File: src/rtl/parking_gate_tracker.sv
// Single-gate parking occupancy tracker: decodes the blocking order of two beam
// sensors into entry/exit/abort events and maintains a saturating car count.
module parking_gate_tracker #(
  parameter int unsigned CAPACITY       = 8,
  parameter int unsigned CNT_W          = 4,
  parameter int unsigned TIMEOUT_CYCLES = 36000000,
  parameter int unsigned TO_W           = 26
) (
  input  logic             clk,
  input  logic             rst_n,
  input  logic             sens_a,
  input  logic             sens_b,
  output logic [CNT_W-1:0] occupancy,
  output logic             full,
  output logic             empty,
  output logic             entry_pulse,
  output logic             exit_pulse,
  output logic             reject_pulse,
  output logic             error_pulse
);

  typedef enum logic [2:0] {
    IDLE, IN_A, IN_AB, IN_B, OUT_B, OUT_BA, OUT_A, WAIT_CLEAR
  } state_t;

  localparam logic [CNT_W-1:0] CAP_V  = CNT_W'(CAPACITY);
  localparam logic [TO_W-1:0]  TO_MAX = TO_W'(TIMEOUT_CYCLES - 1);

  state_t           state_q, state_d;
  logic [TO_W-1:0]  to_cnt_q, to_cnt_d;
  logic [CNT_W-1:0] occ_d;
  logic [1:0]       sens;
  logic             err, ent_done, ext_done;
  logic             ent_d, ext_d, rej_d;

  assign sens = {sens_a, sens_b};

  always_comb begin
    state_d  = state_q;
    err      = 1'b0;
    ent_done = 1'b0;
    ext_done = 1'b0;
    case (state_q)
      IDLE: begin
        case (sens)
          2'b10:   state_d = IN_A;
          2'b01:   state_d = OUT_B;
          2'b11:   begin state_d = WAIT_CLEAR; err = 1'b1; end
          default: state_d = IDLE;
        endcase
      end
      IN_A: begin
        case (sens)
          2'b11:   state_d = IN_AB;
          2'b00:   state_d = IDLE;
          2'b01:   begin state_d = WAIT_CLEAR; err = 1'b1; end
          default: state_d = IN_A;
        endcase
      end
      IN_AB: begin
        case (sens)
          2'b01:   state_d = IN_B;
          2'b10:   state_d = IN_A;
          2'b00:   begin state_d = WAIT_CLEAR; err = 1'b1; end
          default: state_d = IN_AB;
        endcase
      end
      IN_B: begin
        case (sens)
          2'b00:   begin state_d = IDLE; ent_done = 1'b1; end
          2'b11:   state_d = IN_AB;
          2'b10:   begin state_d = WAIT_CLEAR; err = 1'b1; end
          default: state_d = IN_B;
        endcase
      end
      OUT_B: begin
        case (sens)
          2'b11:   state_d = OUT_BA;
          2'b00:   state_d = IDLE;
          2'b10:   begin state_d = WAIT_CLEAR; err = 1'b1; end
          default: state_d = OUT_B;
        endcase
      end
      OUT_BA: begin
        case (sens)
          2'b10:   state_d = OUT_A;
          2'b01:   state_d = OUT_B;
          2'b00:   begin state_d = WAIT_CLEAR; err = 1'b1; end
          default: state_d = OUT_BA;
        endcase
      end
      OUT_A: begin
        case (sens)
          2'b00:   begin state_d = IDLE; ext_done = 1'b1; end
          2'b11:   state_d = OUT_BA;
          2'b01:   begin state_d = WAIT_CLEAR; err = 1'b1; end
          default: state_d = OUT_A;
        endcase
      end
      default: begin
        if (sens == 2'b00) state_d = IDLE;
      end
    endcase

    // Timeout only fires when the decoder would otherwise hold its state.
    if (state_q != IDLE && state_q != WAIT_CLEAR && state_d == state_q &&
        to_cnt_q == TO_MAX) begin
      state_d = WAIT_CLEAR;
      err     = 1'b1;
    end

    if (state_d != state_q)
      to_cnt_d = '0;
    else if (state_q != IDLE && state_q != WAIT_CLEAR)
      to_cnt_d = to_cnt_q + TO_W'(1);
    else
      to_cnt_d = '0;

    occ_d = occupancy;
    ent_d = 1'b0;
    ext_d = 1'b0;
    rej_d = 1'b0;
    if (ent_done) begin
      if (occupancy < CAP_V) begin
        occ_d = occupancy + CNT_W'(1);
        ent_d = 1'b1;
      end else begin
        rej_d = 1'b1;
      end
    end else if (ext_done) begin
      if (occupancy != '0) begin
        occ_d = occupancy - CNT_W'(1);
        ext_d = 1'b1;
      end else begin
        rej_d = 1'b1;
      end
    end
  end

  always_ff @(posedge clk or negedge rst_n) begin
    if (!rst_n) begin
      state_q      <= IDLE;
      to_cnt_q     <= '0;
      occupancy    <= '0;
      full         <= 1'b0;
      empty        <= 1'b1;
      entry_pulse  <= 1'b0;
      exit_pulse   <= 1'b0;
      reject_pulse <= 1'b0;
      error_pulse  <= 1'b0;
    end else begin
      state_q      <= state_d;
      to_cnt_q     <= to_cnt_d;
      occupancy    <= occ_d;
      full         <= (occ_d == CAP_V);
      empty        <= (occ_d == '0);
      entry_pulse  <= ent_d;
      exit_pulse   <= ext_d;
      reject_pulse <= rej_d;
      error_pulse  <= err;
    end
  end

endmodule

File: config.mk
export PLATFORM = sky130hd
export DESIGN_NAME = parking_gate_tracker
export DESIGN_NICKNAME = d
export VERILOG_FILES = /design/src/rtl/parking_gate_tracker.sv
export SDC_FILE = /design/constraint.sdc
export NUM_CORES = 1
export LEC_CHECK = 0
export ABC_CLOCK_PERIOD_IN_PS = 3520
export CORE_ASPECT_RATIO = 1.2
export CORE_MARGIN = 2
export CORE_UTILIZATION = 64
export DETAILED_ROUTE_END_ITERATION = 12
export GPL_TIMING_DRIVEN = 0
export PLACE_DENSITY = 0.85
export SLEW_MARGIN = 5
export SYNTH_ARGS = -nofsm -noshare
export SYNTH_HDL_FRONTEND = slang
export SYNTH_SLANG_ARGS = --single-unit
File: constraint.sdc
create_clock -name clk -period 3.52 [get_ports clk]
set_input_delay 0.704 -clock clk [delete_from_list [all_inputs] [get_ports clk]]
set_output_delay 0.704 -clock clk [all_outputs]
set_load 0.01 [all_outputs]
==> reports/summary.md <==
The tools report the I/O pin count as 14. The termination of the worst setup path was to_cnt_q[15]$_DFF_PN0_. The slowest library cell on the worst path was clkdlybuf4s50_1. In the final routed layout, each cell accounts on average for 15.8 microns. For the final weighted congestion of routability-driven global placement, the log shows 0.882.

The synthesized netlist occupies a cell area of 0.00253 sq mm. The half-perimeter wire length of the detailed placement result is 3.81 mm. Counting the fill cells in the layout gives 311. The first detailed-routing pass took 5 iterations. The average cell area after synthesis works out to 9.46 sq um.

Synthesis produced 268 cells. The tools report the total non-filler cell area in the finished layout as 0.00284 sq mm. Setup violations remaining at the end of the flow were counted as 0.

Measured along the x axis, the die boundary spans 61.5 microns. The logs give 5 for the TritonCTS buffer count and 0 for the number of warnings issued by yosys. The final max-slew violation count was 0. The initial antenna violation count is 0, and the post-detailed-route via-to-cell ratio is 5.91. The setup TNS was 0 ps. For the violation count after the first detailed-route iteration, the log shows 120. CTS saw 39 sinks. Compared with the post-synthesis result, the final layout area differs by 12.2%. Yosys mapped a number of flops with a built-in enable equal to 0. For this run, design rule violations remaining after detail routing come to 0.

The power density of the placed cells is 707 mW/mm^2, and the leakage power is 1.17 nW. The number of different library cells used by synthesis comes to 54. The tools report the start of the worst register-to-register path as state_q[2]$_DFF_PN0_. For the worst setup margin, the log shows 414 ps.

The element type at the critical path end is a register. Of all nets on the critical path, the largest fanout is 10. After clock tree synthesis, the flow added hold-fix buffers numbering 0. The post-CTS repair timing setup buffer count was 0. The post-place instance area was 0.00273 sq mm; the vias after detailed routing was 2028. The logs give 2.01 mW for the total design power and 0 for the count of antenna-violating nets left after detailed routing. At the placement stage, the worst setup path has a slack of 101 ps. The final critical-path required period is 3110 ps. STA puts the critical path data arrival time at 3340 ps.

The path class of the tightest hold or removal check is input pin to async pin. Vertical die dimension: 72.9 microns. The tools report the worst setup path startpoint as sens_b.

The final layout contains 303 nets. The clock insertion delay at the later pin of the skew report is 310 ps. The via count of the first global-routing pass was 2008. Synthesis inferred 39 register bits. The run finished with clean final reports. Traced cell by cell, the critical path runs through clkdlybuf4s50_1, inv_1, ha_1, or4b_1, nand4_1, nor4_1, o31ai_4, nand4_2, buf_6, nor2_2. After floorplanning, the core was divided into 25 placement rows. Hold timing on the final database bottoms out at a slack of 501 ps.

The first global-routing pass estimated 8.99 mm of wire. On the worst path, the slowest cell contributes a delay of 550 ps. The number of hold violations in the final report is 0, and the async set or reset register ratio after synthesis is 1.00. The setup check on the worst reg-to-reg path leaves a slack of 1270 ps. The count of buffers inserted at the top-level ports came out at 13. At the pin with the least slew margin, the transition time is 862 ps. The share of layout cells above drive strength 1 is 0.159, and the overall die area is 0.00448 sq mm.

Clock skew on the completed layout was measured at 11.6 ps. CTS built an H-tree with a depth of 2. TritonCTS built the clock tree. The run gives 2 as the maximum root-to-sink buffer count.

The run gives 0 as the number of maximum-capacitance violations. The endpoint identified for the worst register-to-register timing path is to_cnt_q[15]$_DFF_PN0_. Starting utilization of the core area: 0.654. Setup repair after global routing left no endpoint under its margin. The logs give 0 for the count of instances resized after the clock tree is built and 322 MHz for the fmax. The final clock period utilization by the worst path is 0.882. Top flip-flop cell by instance count after synthesis: dfrtp_1.

The clock-pin slew of the registers on the worst-case setup and hold paths was 90 ps. Data on the critical path is required at its endpoint by 3760 ps. The headroom to the max-slew limit is 0.425. The run gives 0.385 as the portion of the post-synthesis area used by sequential elements.

The tools report the global-route usage over all layers as 0.270. In this run the clock root is driven by a clkbuf_8. In this run the standard cell core region covers 0.00388 sq mm.

Entering global routing, the biggest net connects 40 pins. The number of cell instances on the worst register-to-register path was 8; the final wirelength was 5.42 mm. The total global routing overflow was 0; the post-synthesis net count was 283.

The sort of element at the start of the critical path was an input pin. Across the VDD grid, the largest voltage drop is 491 uV. The antenna diode count is 0. By startpoint and endpoint, the worst setup path is classified as input pin to register.
[placed cells by master (no fill, tap or decap), drive strengths merged, types with 2 or more instances in the layout]
cell / instances
or4: 2
nor4bb: 2
xnor2: 9
mux2i: 2
ha: 11
a21oi: 3
and3: 5
nand4: 10
xor2: 18
buf: 11
o31ai: 5
a32oi: 3
dfrtp: 38
nand3: 16
nor3b: 2
clkbuf: 6
or3: 3
clkdlybuf4s50: 12
and4: 3
nand3b: 2
nor4: 2
or2: 2
nor3: 18
o22ai: 2
o211ai: 2
nand2: 27
nor4b: 2
nand2b: 5
inv: 14
o21ai: 9
nor2: 29
[area by class of cell]
| cell class | count | area [sq um] | area share |
|---|---|---|---|
| Sequential cell | 39 | 977 | 0.344 |
| Tap cell | 54 | 67.6 | 0.0238 |
| Timing Repair Buffer | 13 | 125 | 0.0440 |
| Clock buffer | 5 | 68.8 | 0.0242 |
| Clock inverter | 3 | 47.5 | 0.0167 |
| Multi-Input combinational cell | 205 | 1430 | 0.501 |
| Inverter | 13 | 48.8 | 0.0172 |
| Buffer | 11 | 83.8 | 0.0295 |
[worst max-delay path, delay by kind of cell]
kind / cells / cell delay, ps
AND/OR/NAND/NOR: 5 / 1140
buffers and inverters: 3 / 900
AO/OA/AOI/OAI: 1 / 290
adder cells (fa/ha/maj): 1 / 300
[logic make-up after synthesis]
group / after synthesis / synth area share
AND/OR/NAND/NOR: 135 / 0.311
flip-flops: 39 / 0.385
AO/OA/AOI/OAI: 29 / 0.0869
XOR/XNOR: 27 / 0.0933
buffers and inverters: 24 / 0.0523
adder cells (fa/ha/maj): 11 / 0.0543
multiplexers: 3 / 0.0168
[report_power, final]
group / internal (mW) / total (mW) / switching [mW]
Sequential: 0.509 / 0.561 / 0.0514
Clock: 0.215 / 0.387 / 0.172
Combinational: 0.416 / 1.06 / 0.647
[sequential cells by signal (all words and copies together), names as in the netlist]
register and flops:
reject_pulse 1, state_q 3, entry_pulse 1, full 1, occupancy 4, exit_pulse 1
error_pulse 1, to_cnt_q 26, empty 1
[how the worst min path moves through the flow]
stage,from,end,slack (ps),cells past startpoint
finish,rst_n,error_pulse$_DFF_PN0_,500,1
global route,rst_n,error_pulse$_DFF_PN0_,580,1
CTS,rst_n,error_pulse$_DFF_PN0_,530,1
detailed placement,to_cnt_q[0]$_DFF_PN0_,to_cnt_q[0]$_DFF_PN0_,520,1
global placement,to_cnt_q[0]$_DFF_PN0_,to_cnt_q[0]$_DFF_PN0_,530,1
floorplan,rst_n,entry_pulse$_DFF_PN0_,410,0
[metrics by stage]
step | cells | utilization
after floorplan | 268 | -
after global placement | 335 | 0.705
after detailed placement | 335 | 0.703
after CTS | 343 | 0.733
after global routing | 343 | 0.733
final | 343 | 0.733
[per-layer routing]
layer	vias up	global-route usage	wire, microns
met5	-	0	0
met4	0	0.0993	95
met3	8	0.0426	186
met2	51	0.489	2980
met1	985	0.312	2160
li1	984	-	-
[synthesized netlist by cell type, types with 2 or more instances]
master,count,share of area
ha_1,11,0.054
buf_4,2,0.0059
o31ai_1,3,0.0089
buf_2,4,0.0079
nor4_1,2,0.0049
inv_1,13,0.019
nand2b_1,5,0.012
mux2i_1,2,0.0079
a32oi_1,3,0.010
xor2_1,18,0.062
and3_1,5,0.012
buf_6,4,0.018
nor2_1,19,0.028
a21oi_1,3,0.0059
nor2_2,10,0.025
and4_1,3,0.010
nor3b_1,2,0.0059
o21ai_1,3,0.0059
nor4b_1,2,0.0069
o22ai_1,2,0.0049
nand2_1,27,0.040
o211ai_1,2,0.0059
dfrtp_1,38,0.38
o21ai_0,6,0.012
nor3_1,11,0.022
nand3b_1,2,0.0059
nor3_2,7,0.028
xnor2_1,9,0.031
nand4_1,9,0.022
or3_1,3,0.0074
nand3_1,14,0.028
nor4bb_1,2,0.0079
Note: power is estimated with default switching activity, not from simulation.
